$ cat config.mk
export PLATFORM = sky130hd
export DESIGN_NAME = boid_position_reader
export DESIGN_NICKNAME = d
export VERILOG_FILES = /design/src/rtl/boid_position_reader.sv
export SDC_FILE = /design/constraint.sdc
export NUM_CORES = 1
export LEC_CHECK = 0
export CAP_MARGIN = 10
export CORE_MARGIN = 2
export CORE_UTILIZATION = 50
export DETAILED_ROUTE_END_ITERATION = 6
export PLACE_DENSITY = 0.73
export SETUP_SLACK_MARGIN = 0.02
export SYNTH_ARGS = -nofsm -noshare
export SYNTH_HDL_FRONTEND = slang
export SYNTH_SLANG_ARGS = --single-unit
$ cat constraint.sdc
create_clock -name clock -period 2.1 [get_ports clock]
set_input_delay 0.42 -clock clock [delete_from_list [all_inputs] [get_ports clock]]
set_output_delay 0.42 -clock clock [all_outputs]
set_load 0.03 [all_outputs]
$ cat src/rtl/boid_position_reader.sv
// Boid position snapshot reader: scans every BPU through the output mux into a back
// buffer, then swaps it to the CPU-visible front buffer. Optional BOID_READER_AUTO_SNAPSHOT_EN.
module boid_position_reader #(
  parameter int MAX_BOIDS      = 4,
  parameter int BITS_FOR_BOIDS = $clog2(MAX_BOIDS),
  parameter int X_WIDTH        = 10,
  parameter int Y_WIDTH        = 9
) (
  input  logic                      clock,
  input  logic                      reset,
  input  logic                      start,
  output logic [BITS_FOR_BOIDS-1:0] boid_sel,
  input  logic [X_WIDTH-1:0]        boid_x_in,
  input  logic [Y_WIDTH-1:0]        boid_y_in,
  output logic                      busy,
  output logic                      done,
  output logic [15:0]               snapshot_count,
  input  logic [BITS_FOR_BOIDS:0]   rd_index,
  output logic [31:0]               rd_x,
  output logic [31:0]               rd_y,
  output logic                      rd_valid,
  input  logic                      screen_end
);

  localparam int ENTRY_W = X_WIDTH + Y_WIDTH;

  typedef enum logic [1:0] {IDLE, SETTLE, CAPTURE, SWAP} state_t;

  state_t               state, state_next;
  logic                 start_req;
  logic                 last_boid;
  logic                 capture_en;
  logic                 swap_en;
  logic                 buf_sel;
  logic [ENTRY_W-1:0]   bank [2][MAX_BOIDS];
  logic [ENTRY_W-1:0]   rd_entry;
  logic                 rd_in_range;

`ifdef BOID_READER_AUTO_SNAPSHOT_EN
  // A frame-end pulse in IDLE behaves exactly like start; ignored while scanning.
  assign start_req = start | screen_end;
`else
  logic unused_screen_end;
  assign unused_screen_end = screen_end;
  assign start_req = start;
`endif

  assign last_boid = (boid_sel == BITS_FOR_BOIDS'(MAX_BOIDS - 1));

  always_ff @(posedge clock) begin
    if (reset) state <= IDLE;
    else       state <= state_next;
  end

  // NOTE: every combinational output gets a default first so no latch is inferred.
  always_comb begin
    state_next = state;
    case (state)
      IDLE:    if (start_req) state_next = SETTLE;
      SETTLE:  state_next = CAPTURE;
      CAPTURE: state_next = last_boid ? SWAP : SETTLE;
      SWAP:    state_next = IDLE;
      default: state_next = IDLE;
    endcase
  end

  always_comb begin
    busy       = (state != IDLE);
    capture_en = (state == CAPTURE);
    swap_en    = (state == SWAP);
  end

  // NOTE: sequential state uses non-blocking assignments so all registers update together.
  always_ff @(posedge clock) begin
    if (reset) begin
      boid_sel       <= '0;
      done           <= 1'b0;
      snapshot_count <= 16'd0;
      rd_valid       <= 1'b0;
      buf_sel        <= 1'b0;
    end else begin
      done <= swap_en;
      if (state == IDLE && start_req) boid_sel <= '0;
      if (capture_en && !last_boid)   boid_sel <= boid_sel + 1'b1;
      if (swap_en) begin
        buf_sel        <= ~buf_sel;
        snapshot_count <= snapshot_count + 16'd1;
        rd_valid       <= 1'b1;
        boid_sel       <= '0;
      end
    end
  end

  // NOTE: the buffer storage is deliberately not reset; rd_valid tells consumers when it is meaningful.
  // Only the back bank is ever written, so the CPU never sees a half-updated snapshot.
  always_ff @(posedge clock) begin
    if (capture_en && !reset) bank[~buf_sel][boid_sel] <= {boid_x_in, boid_y_in};
  end

  assign rd_in_range = (rd_index < (BITS_FOR_BOIDS + 1)'(MAX_BOIDS));

  always_comb begin
    rd_entry = bank[buf_sel][rd_index[BITS_FOR_BOIDS-1:0]];
  end

  always_ff @(posedge clock) begin
    if (reset) begin
      rd_x <= 32'd0;
      rd_y <= 32'd0;
    end else if (!rd_in_range) begin
      rd_x <= 32'd0;
      rd_y <= 32'd0;
    end else begin
      rd_x <= {{(32 - X_WIDTH){1'b0}}, rd_entry[ENTRY_W-1:Y_WIDTH]};
      rd_y <= {{(32 - Y_WIDTH){1'b0}}, rd_entry[Y_WIDTH-1:0]};
    end
  end

endmodule
[After elaboration in Yosys (flattened, before gate mapping)]
Memory sizes are Yosys's and may differ from the RTL's. A register that Yosys moved wholly into a read port is not among the register bits.
Cells that the tools add are included.
Word-level totals
  bits in registers: 87
  bits in latches: 0
  RAM bits: 152
  bits in read-only memories: 0
  input bits: 26
  output and inout port bits: 85
  logic and storage cells: 51
  memories kept: 1
Memory list
  bank: words 2, width 76, rd ports 1, clocked after Yosys merged registers in 1, write ports 1, line 35  | logic [ENTRY_W-1:0] bank [2][MAX_BOIDS];
Cells by class
  add/subtract/negate cells: 2
  $mul: 0
  div/mod/pow operators: 0
  $lt $le $gt $ge: 4
  equality and inequality tests: 5
  shift-type cells: 0
  multiplexer cells: 14
  bitwise logic cells: 4
  reduce and logical (&&, ||, !) cells: 11
Operator list (number)
  $mux 76: 1
  $mux 19: 3
  $bmux 19 s2: 1
  $demux 19 s2: 1
  $add 16x1->16 const B: 1
  $mux 2: 4
  $pmux 2 s4: 1
  $eq 2x2->1 const B: 3
  $ge 3x3->1 const B: 2
  $not 2->3: 2
  $logic_and 1x1->1: 4
  $reduce_bool 2->1: 2
  $reduce_or 2->1: 2
  $lt 3x1->1 const B: 1
  $lt 3x3->1 const B: 1
  $mux 1: 3
  $add 2x1->2 const B: 1
  $eq 2x1->1 const B: 1
  $logic_not 1->1: 2
  $logic_not 2->1: 1
  $ne 2x2->1 const B: 1
  $not 1->1: 2

[Longest topological paths before layout]
Gate-level depths: netlist (run 1).
  depth after elaboration: 6
  gate-level depth with buffers: 5
  mapped depth without buffers: 5

[Worst setup path after synthesis (run 1)]
No wires, ideal clock.
  path type: input -> register
  start: in reset
  end: mem bank[0][0] (netlist bit) (enable)
  library setup time: 377 ps
  arrival: 1488 ps
  required time: 1723 ps
  slack: 234 ps
  cell stages on the path: 3
  buffers on the path: 1
  path through: buf_2 -> nor4bb_1 -> and2_1
Between the ends
  cells in the longest elaborated chain, start to end: 4
Ends and longest elaborated chain
  from (decl): line 10  | input logic reset,
  $logic_not 1->1: line 97  | if (capture_en && !reset) bank[~buf_sel][boid_sel] <= {boid_x_in, boid_y_in};
  $logic_and 1x1->1: line 97
  $mux 1: line 97
  $mux 76 (implied by the code): line 97
  to (decl): line 35
No other way between the ends.

[Worst setup path after layout (run 1)]
  start: reg snapshot_count[12]
  end: out snapshot_count[12]
RTL lines
  from (decl): line 17  | output logic [15:0] snapshot_count,
  from (signal assigned): line 87  | snapshot_count <= snapshot_count + 16'd1;
No word-level cell between the ends.

==> results of run 1 <==
state kept, by name (all words and copies together) (netlist names), named ones only:
signal	count
done	1
state	2
boid_sel	2
snapshot_count	16
rd_y	9
rd_x	10
bank	152
buf_sel	1
rd_valid	1
metal layers:
layer	GRT usage	routed length, um
met1	0.2201	5545
met2	0.2752	6394
met3	0.04674	751
met4	0.04848	126
met5	0	0
report_power, final:
group | switching [mW] | internal, mW | leakage (nW)
combinational | 0.283 | 0.155 | 1.14
clock | 1.44 | 1.67 | 0.281
sequential | 0.0118 | 4.18 | 1.72
timing repair:
action	CTS	global route
setup buffers	0	0
gates resized for setup	1	3
setup endpoints to repair	1	3
placed cells by master (no fill, tap or decap), types with 7 or more instances in the layout:
cell	instances
edfxtp_1	152
clkdlybuf4s50_1	60
conb_1	45
dfxtp_1	42
nor2_1	39
mux4_2	38
mux2i_1	19
clkbuf_16	17
buf_12	12
and2_1	8
xnor2_1	8
a21oi_1	8
inv_1	7
nand2_1	7
synth_stat cells (2+ instances only):
library cell  count  area (sq um)
inv_1             7         26.28
o21ai_0           3         15.01
xor2_1            5         43.79
a21oi_1           8         40.04
ha_1              5         62.56
or3_1             3         18.77
or2_2             2         12.51
clkbuf_1          7         26.28
mux2i_1          19         190.2
mux4_2           38         855.8
nand3_1           4         20.02
buf_4            45         337.8
nand2_1           7         26.28
buf_2             7         35.03
nor3_1            4         20.02
nor4_2            2         25.02
dfxtp_1          43         860.8
and2_1            8         50.05
nor2_1           39         146.4
and4_1            2         17.52
nand4_1           5         31.28
buf_6             3         33.78
edfxtp_1        152          4564
xnor2_1           8         70.07
tightest hold or removal path: cells and delay by family (launching register included):
family          cells  cell delay [ns]
compound gates      1             0.04
simple gates        1             0.08
flops               1             0.34
kinds of logic (layout without fill, tap and decap cells):
logic type | Yosys count | count (layout) | share of synthesized area
mux | 57 | 57 | 0.1366
other cells | 1 | 45 | 0.0004897
compound gates | 16 | 16 | 0.01258
fa+ha+maj | 5 | 5 | 0.008170
xor+xnor | 13 | 13 | 0.01487
buf+inv | 69 | 121 | 0.05997
flops | 195 | 195 | 0.7085
simple gates | 83 | 83 | 0.05883
final timing paths:
kind / startpoint / end / slack, ns / cells after the start
worst min register to register: rd_valid / rd_valid / 0.49 / 2
worst max register to register: state[1] / bank[1][31] / 0.42 / 5
worst min-delay path: rd_valid / rd_valid / 0.49 / 2
worst max-delay path: snapshot_count[12] / snapshot_count[12] / 0.09 / 1
cell type report:
| type | instances | area [sq um] | area share |
|---|---|---|---|
| clock buffers | 17 | 425.4 | 0.04657 |
| clock inverters | 15 | 151.4 | 0.01657 |
| inverters | 7 | 26.28 | 0.002876 |
| multi-input cells | 219 | 1938 | 0.2122 |
| flip-flops and latches | 195 | 5426 | 0.5940 |
| well taps | 188 | 235.2 | 0.02575 |
| repair buffers | 82 | 932.1 | 0.1020 |
==> reports/qor.txt, run 1 <==
CP bufs+invs: 1
Final setup margin: 0.09348 ns
Delay-heaviest family, CP: buffers and inverters
Initial Util: 0.5075
Post-DP HPWL: 7304 um
Worst slack, placed: 0.06834 ns
Drt first pass iters: 4
Crit path cell chain: clkdlybuf4s50_1
Tmin final: 2.007 ns
Final period util: 0.9555
Num rows: 45
H-tree levels: 4
Global-route wire length before repair: 20430 um
Core area: 15090 sq um
GPL Wtd Cong: 0.7703
Synth cell types: 37
Outcome: completed
Endpoints failing setup: 0
Max-slew violations: 0
Total track usage: 0.1672
Syn Area/Cell: 17.44 sq um
Remaining antenna violation count: 0
Fin cells: 723
Yosys reg bits: 195
Synth warn: 0
Initial antenna violation count: 0
Largest net degree at the start of global routing: 39
Die ar.: 16320 sq um
Post-Route WL: 12820 um
Worst VDD drop: 0.0005673 V
Vias: 3744
CP max-delay cell: clkdlybuf4s50_1
DR DRC count: 0
IO Count: 111
Worst Setup Start Kind: flop
Routed len/inst: 17.73 um
Setup CP Type: flop to output pin
CTS clk-pin slew, worst paths: 0.07 ns
Post-route cell area: 9135 sq um
Seq/Total Area, Yosys: 0.7085
# diodes: 0
Clock sink total: 195
Clock skew: 0.007313 ns
Mapped Cells: 439
Fillers: 1097
Area growth syn-to-layout: 19.30%
Grt ovf: 0
1st-iter DRT viols: 281
Die height: 127.8 um
IO buf count: 64
Final hold viol count: 0
Worst Setup End Kind: output pin
Clock buffer depth: 2
# hold bufs at CTS: 0
Crit-path max FO: 6
Worst hold margin: 0.4889 ns
Worst min path class: flop to flop
Worst path max stage delay: 0.72 ns
CP arrival: 1.59 ns
Async SR Flop Fraction: 0
TritonCTS buffer count: 17
Clk_lat worst skew: 0.43 ns
WP data required: 1.68 ns
Final #Nets: 553
Leak: 3.133 nW
Placed Cells incl. Taps: 691
Post-layout util: 0.6054
Vias in the first global route: 3770
PwrDens: 847.5 nW/um^2
Synth Flop Type: edfxtp_1
Fmax achieved: 0.4984 GHz
Die width: 127.8 um
Setup tns final: 0 ns
Post-synth EDFFs: 152
Setup repair after global routing missed its margin: no
Root Driver: clkbuf_16
CTS tree: yes
Share of cells above drive strength 1: 0.1794
Total power: 7.742 mW
Vias/cell: 5.178
Max cap viols: 0
Post-Syn Area: 7657 sq um
Placed cell area: 8552 sq um
(Power assumes the default switching activity.)
==> run 2, diff against run 1 <==
Settings changed: DONT_BUFFER_PORTS from default to 1, PLACE_DENSITY 0.73 to 0.64.
==> run 2 against run 1 <==
Effect of this change:
- hold slack got worse by 0.44 ns
- critical path depth rose by 1
- combinational power shrank 44%
- routed wire length shrank 1.2%
- sequential share of layout area increased by 4.3 points
- first-iteration DRC count shrank 3.9%
- critical endpoint is now busy
==> reports/qor.txt, run 2 (synthesis results as in run 1) <==
Worst min path class: primary input to flop
Fillers: 1171
Setup repair after global routing missed its margin: no
Clk_lat worst skew: 0.43 ns
CTS clk-pin slew, worst paths: 0.07 ns
Met2 WL: 6167 um
IO Count: 111
Setup CP Type: flop to output pin
GPL Wtd Cong: 0.7391
Commonest non-fill, non-tap cell in the layout: edfxtp_1
Commonest cells after routing, fill and taps aside: edfxtp_1 (152), conb_1 (45), dfxtp_1 (42)
Remaining antenna violation count: 0
Tmin final: 1.749 ns
PwrDens: 891.6 nW/um^2
Die width: 127.8 um
Initial Util: 0.5075
Vias/cell: 5.378
Worst Setup Start Kind: flop
Slew Limit Headroom: 0.6455
CTS tree: yes
Met3 wire len: 809 um
Largest net degree at the start of global routing: 39
Max-slew violations: 0
Post-CTS sizing: 0
Worst-margin pin slew: 0.5318 ns
Clock sink total: 195
WP data required: 1.68 ns
Drt first pass iters: 4
Combinational group share of total power: 0.032
Final #Nets: 496
Vias: 3587
Clock buffer depth: 2
Worst Setup End Kind: output pin
1st-iter DRT viols: 270
Metal1 wirelength: 5550 um
Initial antenna violation count: 1
Final period util: 0.8327
Total track usage: 0.1684
Routed len/inst: 18.99 um
Post-Route WL: 12670 um
Clock skew: 0.005955 ns
Placed cell area: 7939 sq um
Root Driver: clkbuf_16
Post-DP HPWL: 7300 um
Core area: 15090 sq um
Die height: 127.8 um
Internal power: 6.057 mW
Leak: 2.858 nW
Sw Share: 0.2020
Max cap viols: 0
Fmax achieved: 0.5719 GHz
Sequential Power Share: 0.557
DR DRC count: 0
H-tree levels: 4
Top reg by flops: bank
Global-route wire length before repair: 20070 um
Share of cells above drive strength 1: 0.2050
Outcome: completed
Crit-path max FO: 14
Final hold viol count: 0
Top Layer Used: met4
Setup bufs post-CTS: 0
IO buf count: 0
TritonCTS buffer count: 17
Worst VDD drop: 0.0005770 V
Clock power share: 0.411
Grt ovf: 0
Num rows: 45
Largest registers: bank (152), snapshot_count (16), rd_x (10)
# hold bufs at CTS: 0
Setup tns final: 0 ns
Endpoints failing setup: 0
Post-layout util: 0.5642
CP arrival: 1.33 ns
Psw: 1.534 mW
Area growth syn-to-layout: 11.18%
Vias in the first global route: 3701
Post-route cell area: 8513 sq um
Die ar.: 16320 sq um
Max reg flops: 152
==> run 2: cell types whose count changed in the layout (fill, tap and decap cells not counted), moves of 2 or more <==
| cell | previous run | this run |
|---|---|---|
| clkinv_1 | 0 | 3 |
| clkbuf_1 | 0 | 2 |
| buf_4 | 6 | 15 |
| dlymetal6s2s_1 | 3 | 0 |
| clkinvlp_4 | 2 | 4 |
| inv_8 | 2 | 0 |
| clkbuf_8 | 0 | 2 |
| clkdlybuf4s50_1 | 60 | 0 |
| buf_12 | 12 | 10 |
| clkinv_4 | 3 | 0 |
| inv_6 | 3 | 0 |
==> run 2: power by group through the flow <==
stage / Sequential [mW] / Combinational [mW] / Clock (mW)
finish: 4.23 / 0.245 / 3.12
floorplan: 4.31 / 0.305 / 0
CTS: 4.23 / 0.247 / 3.18
detailed placement: 4.31 / 0.247 / 0
global route: 4.23 / 0.264 / 3.33
global placement: 4.31 / 0.244 / 0
==> run 2: critical path, stage by stage, from the launching register on <==
cell	delay, ns
dfxtp_1	0.32
buf_4	0.19
or2_2	0.39
==> run 2: path summary, 6_finish.rpt <==
| check | start | slack, ns | cells after the start | endpoint |
|---|---|---|---|---|
| hold / removal | reset | 0.05 | 1 | snapshot_count[1] |
| setup / recovery | state[1] | 0.35 | 2 | busy |
| setup reg to reg | buf_sel | 0.48 | 3 | bank[0][8] |
| hold reg to reg | buf_sel | 0.57 | 2 | flop |
==> run 2: cell type report <==
cell class | instances | area [sq um] | share of cell area
multi-input combinational | 219 | 1938 | 0.2277
clock inverter | 11 | 111.4 | 0.01308
tap | 188 | 235.2 | 0.02763
clock buffer | 21 | 460.4 | 0.05409
inverter | 7 | 26.28 | 0.003086
timing repair buffer | 25 | 312.8 | 0.03674
sequential | 195 | 5426 | 0.6374
antenna | 1 | 2.502 | 0.0002939
==> run 2: metal layers <==
| layer | global-route usage | vias up |
|---|---|---|
| met5 | 0 | - |
| met4 | 0.05430 | 0 |
| met2 | 0.2702 | 117 |
| met1 | 0.2149 | 1832 |
| met3 | 0.06260 | 15 |
| li1 | - | 1623 |
==> run 2: stage by stage <==
stage | hold WS [ns] | instances | power, mW | worst slack (ns)
after detailed placement | 0.4902 | 634 | 4.560 | 0.4320
after floorplan | 0.5095 | 483 | 4.618 | 0.2345
after CTS | 0.03202 | 666 | 7.651 | 0.3315
after global placement | 0.4919 | 634 | 4.556 | 0.4510
final | 0.05185 | 667 | 7.591 | 0.3514
after global routing | 0.03174 | 667 | 7.823 | 0.3051
